File: src/rtl/spi_cmd_sequencer.sv
// Command path between SPI_Slave and the lab fsm: buffers RX bytes in a FIFO,
// decodes them one at a time, strobes the fsm step, and loads TX replies.
module spi_cmd_sequencer #(
  parameter int unsigned FIFO_DEPTH     = 4,
  parameter int unsigned SETTLE_CYCLES  = 2,
  parameter logic [7:0]  CMD_READ_STATE = 8'hFF,
  parameter logic [7:0]  CMD_READ_STAT  = 8'hFE
) (
  input  logic       i_Clk,
  input  logic       i_Rst,
  input  logic       i_RX_DV,
  input  logic [7:0] i_RX_Byte,
  input  logic [7:0] i_State,
  output logic       o_FSM_Signal,
  output logic       o_FSM_Step,
  output logic       o_TX_DV,
  output logic [7:0] o_TX_Byte,
  output logic       o_Busy,
  output logic [3:0] o_Err_Cnt,
  output logic [3:0] o_Ovf_Cnt
);

  localparam int unsigned AW = (FIFO_DEPTH > 1) ? $clog2(FIFO_DEPTH) : 1;
  localparam int unsigned CW = $clog2(SETTLE_CYCLES + 1);
  localparam logic [AW:0]   DEPTH_C  = (AW+1)'(FIFO_DEPTH);
  localparam logic [CW-1:0] SETTLE_C = CW'(SETTLE_CYCLES);

  typedef enum logic [1:0] {
    S_IDLE,
    S_DECODE,
    S_SETTLE,
    S_LOAD_TX
  } state_t;

  state_t r_State, w_Next;

  logic [7:0]    r_Mem [FIFO_DEPTH];
  logic [AW-1:0] r_Wr_Ptr, r_Rd_Ptr;
  logic [AW:0]   r_Count;
  logic [7:0]    r_Cmd;
  logic [CW-1:0] r_Cnt;
  logic          r_FSM_Signal, r_FSM_Step, r_TX_DV;
  logic [7:0]    r_TX_Byte;
  logic [3:0]    r_Err_Cnt, r_Ovf_Cnt;

  logic w_Empty, w_Full, w_Pop, w_Push, w_Ovf;
  logic w_Is_Feed, w_Is_Read, w_Step, w_Tx, w_Err_Inc, w_Stat_Clr;

  assign w_Empty   = (r_Count == '0);
  assign w_Full    = (r_Count == DEPTH_C);
  assign w_Pop     = (r_State == S_IDLE) && !w_Empty;
  // A pop in the same cycle frees the slot, so a full FIFO still accepts the byte.
  assign w_Push    = i_RX_DV && (!w_Full || w_Pop);
  assign w_Ovf     = i_RX_DV && w_Full && !w_Pop;
  assign w_Is_Feed = (r_Cmd[7:1] == 7'd0);
  assign w_Is_Read = (r_Cmd == CMD_READ_STATE) || (r_Cmd == CMD_READ_STAT);
  assign w_Stat_Clr = w_Tx && (r_Cmd == CMD_READ_STAT);

  always_ff @(posedge i_Clk) begin
    if (i_Rst) r_State <= S_IDLE;
    else       r_State <= w_Next;
  end

  always_comb begin
    w_Next    = r_State;
    w_Step    = 1'b0;
    w_Tx      = 1'b0;
    w_Err_Inc = 1'b0;
    case (r_State)
      S_IDLE: begin
        if (!w_Empty) w_Next = S_DECODE;
      end
      S_DECODE: begin
        if (w_Is_Feed) begin
          w_Step = 1'b1;
          w_Next = S_SETTLE;
        end else if (w_Is_Read) begin
          w_Next = S_LOAD_TX;
        end else begin
          w_Err_Inc = 1'b1;
          w_Next    = S_IDLE;
        end
      end
      S_SETTLE: begin
        if (r_Cnt == CW'(1)) w_Next = S_IDLE;
      end
      S_LOAD_TX: begin
        w_Tx   = 1'b1;
        w_Next = S_IDLE;
      end
      default: w_Next = S_IDLE;
    endcase
  end

  always_ff @(posedge i_Clk) begin
    if (w_Push) r_Mem[r_Wr_Ptr] <= i_RX_Byte;
  end

  always_ff @(posedge i_Clk) begin
    if (i_Rst) begin
      r_Wr_Ptr     <= '0;
      r_Rd_Ptr     <= '0;
      r_Count      <= '0;
      r_Cmd        <= '0;
      r_Cnt        <= '0;
      r_FSM_Signal <= 1'b0;
      r_FSM_Step   <= 1'b0;
      r_TX_DV      <= 1'b0;
      r_TX_Byte    <= '0;
      r_Err_Cnt    <= '0;
      r_Ovf_Cnt    <= '0;
    end else begin
      if (w_Push) r_Wr_Ptr <= r_Wr_Ptr + 1'b1;
      if (w_Pop) begin
        r_Cmd    <= r_Mem[r_Rd_Ptr];
        r_Rd_Ptr <= r_Rd_Ptr + 1'b1;
      end
      case ({w_Push, w_Pop})
        2'b10:   r_Count <= r_Count + 1'b1;
        2'b01:   r_Count <= r_Count - 1'b1;
        default: r_Count <= r_Count;
      endcase

      r_FSM_Step <= w_Step;
      r_TX_DV    <= w_Tx;
      if (w_Step) r_FSM_Signal <= r_Cmd[0];

      if (w_Step)                  r_Cnt <= SETTLE_C;
      else if (r_State == S_SETTLE) r_Cnt <= r_Cnt - 1'b1;

      if (w_Tx) begin
        if (r_Cmd == CMD_READ_STAT) r_TX_Byte <= {r_Ovf_Cnt, r_Err_Cnt};
        else                        r_TX_Byte <= i_State;
      end

      if (w_Stat_Clr)                          r_Err_Cnt <= '0;
      else if (w_Err_Inc && r_Err_Cnt != '1)   r_Err_Cnt <= r_Err_Cnt + 4'd1;

      // Clearing read wins, but a drop in the same cycle is still counted.
      if (w_Stat_Clr)                          r_Ovf_Cnt <= {3'b000, w_Ovf};
      else if (w_Ovf && r_Ovf_Cnt != '1)       r_Ovf_Cnt <= r_Ovf_Cnt + 4'd1;
    end
  end

  assign o_FSM_Signal = r_FSM_Signal;
  assign o_FSM_Step   = r_FSM_Step;
  assign o_TX_DV      = r_TX_DV;
  assign o_TX_Byte    = r_TX_Byte;
  assign o_Busy       = (r_State != S_IDLE) || !w_Empty;
  assign o_Err_Cnt    = r_Err_Cnt;
  assign o_Ovf_Cnt    = r_Ovf_Cnt;

endmodule

File: config.mk
export PLATFORM = sky130hd
export DESIGN_NAME = spi_cmd_sequencer
export DESIGN_NICKNAME = d
export VERILOG_FILES = /design/src/rtl/spi_cmd_sequencer.sv
export SDC_FILE = /design/constraint.sdc
export NUM_CORES = 1
export LEC_CHECK = 0
export CAP_MARGIN = 30
export CORE_ASPECT_RATIO = 0.9
export CORE_MARGIN = 4
export CORE_UTILIZATION = 40
export CTS_CLUSTER_DIAMETER = 150
export DETAILED_ROUTE_END_ITERATION = 16
export GPL_ROUTABILITY_DRIVEN = 0
export PLACE_DENSITY = 0.66
export REMOVE_ABC_BUFFERS = 1
export SYNTH_ARGS = -nofsm -noshare
export SYNTH_HDL_FRONTEND = slang
export SYNTH_SLANG_ARGS = --single-unit
File: constraint.sdc
create_clock -name i_Clk -period 2.5 [get_ports i_Clk]
set_input_delay 0.75 -clock i_Clk [delete_from_list [all_inputs] [get_ports i_Clk]]
set_output_delay 0.75 -clock i_Clk [all_outputs]
set_load 0.02 [all_outputs]
======== After elaboration in Yosys (flattened, before gate mapping) ========
Memories as Yosys holds them, arrays and structs flattened. A register that Yosys moved wholly into a read port is not among the register bits.
Cells that the tools add are included.
operators by class
  add/subtract/negate cells ............... 7
  multiply operators ...................... 0
  div/mod/pow operators ................... 0
  $lt $le $gt $ge ......................... 0
  equality and inequality tests ........... 13
  shift-type cells ........................ 0
  mux-type cells .......................... 19
  bitwise operators ....................... 0
  reduce and logical (&&, ||, !) cells .... 23
operator list
  kind                                                 count
  equality test 8 bit, second input constant           2
  2-to-1 mux 2 bit                                     6
  2-to-1 mux 1 bit                                     10
  adder 4 x 1 -> 4 bit, second input constant          2
  2-to-1 mux 8 bit                                     1
  != test 4 bit, second input constant                 2
  one-hot mux 2 bit (4 select lines)                   1
  nonzero test 2 bit                                   4
  logical AND 1 bit                                    7
  logical NOT 7 bit                                    1
  equality test 2 x 1 -> 1 bit, second input constant  3
  equality test 2 bit, second input constant           3
  one-hot mux 3 bit (2 select lines)                   1
  adder 2 x 1 -> 2 bit, second input constant          2
  != test 2 bit, second input constant                 2
  OR reduction 2 bit                                   2
  adder 3 x 1 -> 3 bit, second input constant          1
  equality test 3 bit, second input constant           1
  logical NOT 1 bit                                    3
  logical NOT 3 bit                                    1
  logical OR 1 bit                                     3
  subtractor 3 x 1 -> 3 bit, second input constant     1
  logical NOT 2 bit                                    1
  AND reduction 2 bit                                  1
  subtractor 2 x 1 -> 2 bit, second input constant     1
storage, ports and cells
  bits in registers ....................... 30
  bits in latches ......................... 0
  memory bits (writable) .................. 32
  ROM bits ................................ 0
  input bits .............................. 19
  output and inout port bits .............. 20
  memories ................................ 1
memories
  name   words  bits a word  rd ports  clocked after Yosys merged registers in  wr ports  line  source
  r_Mem  4      8            1         1                                        1         37    logic [7:0] r_Mem [FIFO_DEPTH];

======== Depth between registers and ports, before layout ========
  depth after elaboration ................. 8
  depth in mapped cells ................... 10
  gate-level depth less buffers ........... 8

======== Worst setup path after synthesis ========
No wires, ideal clock.
  path type ............................... reg2reg
  from .................................... register r_State[1]
  to ...................................... register r_Count[2]
  arrival ................................. 1.908 ns
  required time ........................... 2.368 ns
  setup slack ............................. 0.459 ns
  stages on the path, launching flop included .. 11
  cell sequence ........................... dfxtp_1 -> or2_1 -> buf_2 -> nor2_1 -> buf_4 -> nand2_1 -> fa_1 -> nor2b_1 -> a21oi_1 -> a32oi_1 -> a21oi_1
on the way
  longest elaborated chain between the ends .. 6
  elaborated cells on any way between the ends .. 8
  those cells by class .................... eq/ne: 2; mux: 1; reduce/logical: 5
RTL lines
  item                                                                      line  source
  start, declared                                                           35    state_t r_State, w_Next;
  start signal, assigned                                                    61    else r_State <= w_Next;
  logical NOT 2 bit *                                                       51    assign w_Pop = (r_State == S_IDLE) && !w_Empty;
  logical AND 1 bit *                                                       51
  logical OR 1 bit                                                          53    assign w_Push = i_RX_DV && (!w_Full || w_Pop);
  logical AND 1 bit                                                         53
  equality test 2 x 1 -> 1 bit or equality test 2 bit (tied branches)       118   case ({w_Push, w_Pop})
  one-hot mux 3 bit (2 select lines) or nonzero test 2 bit (tied branches)  n/a
  end signal, assigned                                                      119   2'b10: r_Count <= r_Count + 1'b1;
  end signal, assigned                                                      120   2'b01: r_Count <= r_Count - 1'b1;
  end signal, assigned                                                      121   default: r_Count <= r_Count;
  end, declared                                                             39    logic [AW:0] r_Count;
Mark *: on every way between the ends. The rest lies on a longest branch, timed or not.
A chain may end at the register's enable or synchronous reset.

======== Worst setup path after layout ========
  from .................................... register r_Count[2]
  to ...................................... output port o_Busy
on the way
  longest elaborated chain between the ends .. 3
RTL lines
  item               line  source
  logical NOT 3 bit  49    assign w_Empty = (r_Count == '0);
  logical NOT 1 bit  149   assign o_Busy = (r_State != S_IDLE) || !w_Empty;
  logical OR 1 bit   149
  end, declared      18    output logic o_Busy,
No other way between the ends.

==> flow_summary.json <==
{
  "max-cap-violations": 0,
  "coreArea_um2": 7180,
  "cts_made_buffers": 9,
  "ioPinCount": 39,
  "yosys.area_share.simple_pct": 15.3,
  "required_ns": 1.75,
  "netlist.top_cell.by_area": "edfxtp_1",
  "hold_class": "reg -> reg",
  "wl_per_cell_um": 14.1,
  "slew_headroom_pct": 57.5,
  "grt_pass1_wl_um": 9800,
  "finalPower_w": 0.00380,
  "crit_path_start_kind": "flip-flop",
  "clk_pin_slew_ns": 0.07,
  "hold_viol": 0,
  "firstDrtPassIters": 4,
  "synth.yosys.seq_area_share_pct": 57.1,
  "slew_violations": 0,
  "yosys.area.top_type_share_pct": 31.9,
  "dieArea_um2": 8990,
  "start_util_pct": 42.0,
  "die-height_um": 90.4,
  "post_route_cells_drive_above_1_share_pct": 15.3,
  "viasPerCell": 5.05,
  "finalSetupTns_ns": 0,
  "worstSetupEndpointType": "primary output",
  "yosys_most_used_dff": "dfxtp_1",
  "fin_crit_ns": 2.36,
  "setup_viol": 0,
  "grt_max_degree": 21,
  "synth_warnings": 0,
  "muxShareOfSynthArea_pct": 10.7,
  "avgSynthCellArea_um2": 11.9,
  "seq_area_um2": 1720,
  "clk_path_buf_depth": 2,
  "antenna_left": 0,
  "p_per_area_nw_per_um2": 1010,
  "vdd_drop_max_uv": 532,
  "root_buffer": "clkbuf_8",
  "cp_cell_sequence": "nor3_2 > nand2_1 > clkdlybuf4s50_1",
  "grt_pass1_vias": 1972,
  "cts_tree": "built",
  "worstSetupPathType": "reg -> out",
  "vias": 2021,
  "fin_nets": 329,
  "utilization_pct": 52.5,
  "synthTopCellsByArea": "edfxtp_1 (32%), dfxtp_1 (25%), mux4_2 (6.0%)",
  "synth_xor_area_share_pct": 1.74,
  "drt-initial-drc-count": 128,
  "outcome": "finished clean",
  "synth_compound_area_share_pct": 8.55,
  "skew_ns": 0.00857,
  "synthAdderAreaFrac_pct": 3.57,
  "synth_top_family_by_area": "simple AND/OR/NAND/NOR gates",
  "syn_area_um2": 3010,
  "async_flop_share_pct": 0,
  "slowest_stage": "clkdlybuf4s50_1",
  "n_antenna_cell": 0,
  "track_usage_pct": 13.7,
  "fmax_mhz": 424,
  "ys_seq_elements": 70,
  "tightest_slew_ns": 0.636,
  "total_leakage_power_nw": 1.33,
  "slowest_delay_ns": 0.55,
  "synth.distinct_cells": 47,
  "num_rows": 29,
  "fin_crit_sh_pct": 94.3,
  "fill_cells": 622,
  "rsz0062_at_grt": "no",
  "path_delay_family": "buffers and inverters",
  "worstPathBufferInverterCount": 1,
  "clock-sinks": 70,
  "critPathArrivalTime_ns": 1.61,
  "dp_hpwl_um": 4080,
  "gr-total-overflow": 0,
  "drt_wl_total_um": 5630,
  "die_w_um": 99.5,
  "place_ws_ns": 0.0575,
  "setup_ws_ns": 0.143,
  "antenna_found_initial": 0,
  "io_buffers": 38,
  "final_cell_mix": "clkdlybuf4s50_1 (38), dfxtp_1 (38), edfxtp_1 (32)",
  "multi_input_area_um2": 1210,
  "htree_levels": 3,
  "syn_inst": 254,
  "synth_edf_count": 32,
  "worstPathMaxFanout": 6,
  "area_growth_syn_to_layout_pct": 25.2,
  "clock_latency_ns": 0.34,
  "drc": 0
}
-- where the power goes --
group	total [W]	internal (W)	switching [W]
Sequential	0.00157	0.00139	0.000185
Combinational	0.00113	0.000534	0.000598
Clock	0.00109	0.000667	0.000425
-- worst min-delay path: stages (launching register included) --
cell	delay, ns
dfxtp_1	0.32
nand2_1	0.06
a21oi_1	0.05
-- cell families after synthesis --
kind of cell    count (synthesis)
mux                            22
flops                          70
fa+ha+maj                       8
xor+xnor                        6
simple gates                   90
buf+inv                        18
compound gates                 40
-- per-stage QoR --
step	hold slack, ns	instances	area [um2]
global route	0.503	400	3770
finish	0.479	400	3770
detailed placement	0.468	384	3520
floorplan	0.442	242	2950
CTS	0.479	400	3770
global placement	0.459	384	3520
-- path summary, 6_finish.rpt --
kind / startpoint / to / slack, ns / depth (start not counted)
setup / recovery: r_Count[2]$_SDFFE_PP0P_ / o_Busy / 0.14 / 3
hold / removal: r_Cmd[4]$_SDFFE_PP0N_ / r_Cmd[4]$_SDFFE_PP0N_ / 0.48 / 2
setup reg to reg: r_State[0]$_SDFFE_PP0P_ / r_Count[2]$_SDFFE_PP0P_ / 0.42 / 8
hold reg to reg: r_Cmd[4]$_SDFFE_PP0N_ / r_Cmd[4]$_SDFFE_PP0N_ / 0.48 / 2
-- repair_timing --
item | in CTS | in global routing
gates resized for setup | 0 | 1
hold buffers | 0 | 0
setup buffers | 0 | 0
setup endpoints to repair | 0 | 1
-- layer usage --
layer	routed length [um]	vias to the layer above	global-route usage, %
li1	-	1027	-
met1	2710	958	18.4
met2	2660	32	21.0
met3	200	4	4.32
met4	63	0	4.44
met5	0	-	0
-- cell usage after synthesis, drive strengths merged (2+ instances only) --
cell,number
edfxtp,32
mux2,2
a21oi,20
a211oi,10
clkbuf,4
and2,5
mux2i,12
ha,7
or2,2
nand3,8
or4,4
inv,6
nor3,4
mux4,8
and3,2
xor2,3
nor2b,4
dfxtp,38
nor4b,2
buf,8
a21o,2
o31ai,3
nand2,23
nand4,3
nor2,26
xnor2,3
nand2b,2
-- sequential cells by signal, summed over array words and instances, names as in the netlist, 3 cells and up --
name and flops:
o_Ovf_Cnt 4, r_Mem 32, r_Cmd 8, r_Count 3
o_TX_Byte 8, o_Err_Cnt 4
-- layout make-up --
cell class                      count  share of cell area (%)
Inverter                            6                   0.597
Tap cell                           93                    3.08
Timing Repair Buffer               49                    12.3
Multi-Input combinational cell    166                    32.0
Clock buffer                        9                    3.28
Sequential cell                    70                    45.6
Clock inverter                      7                    3.22
Note: power is estimated with default switching activity, not from simulation.
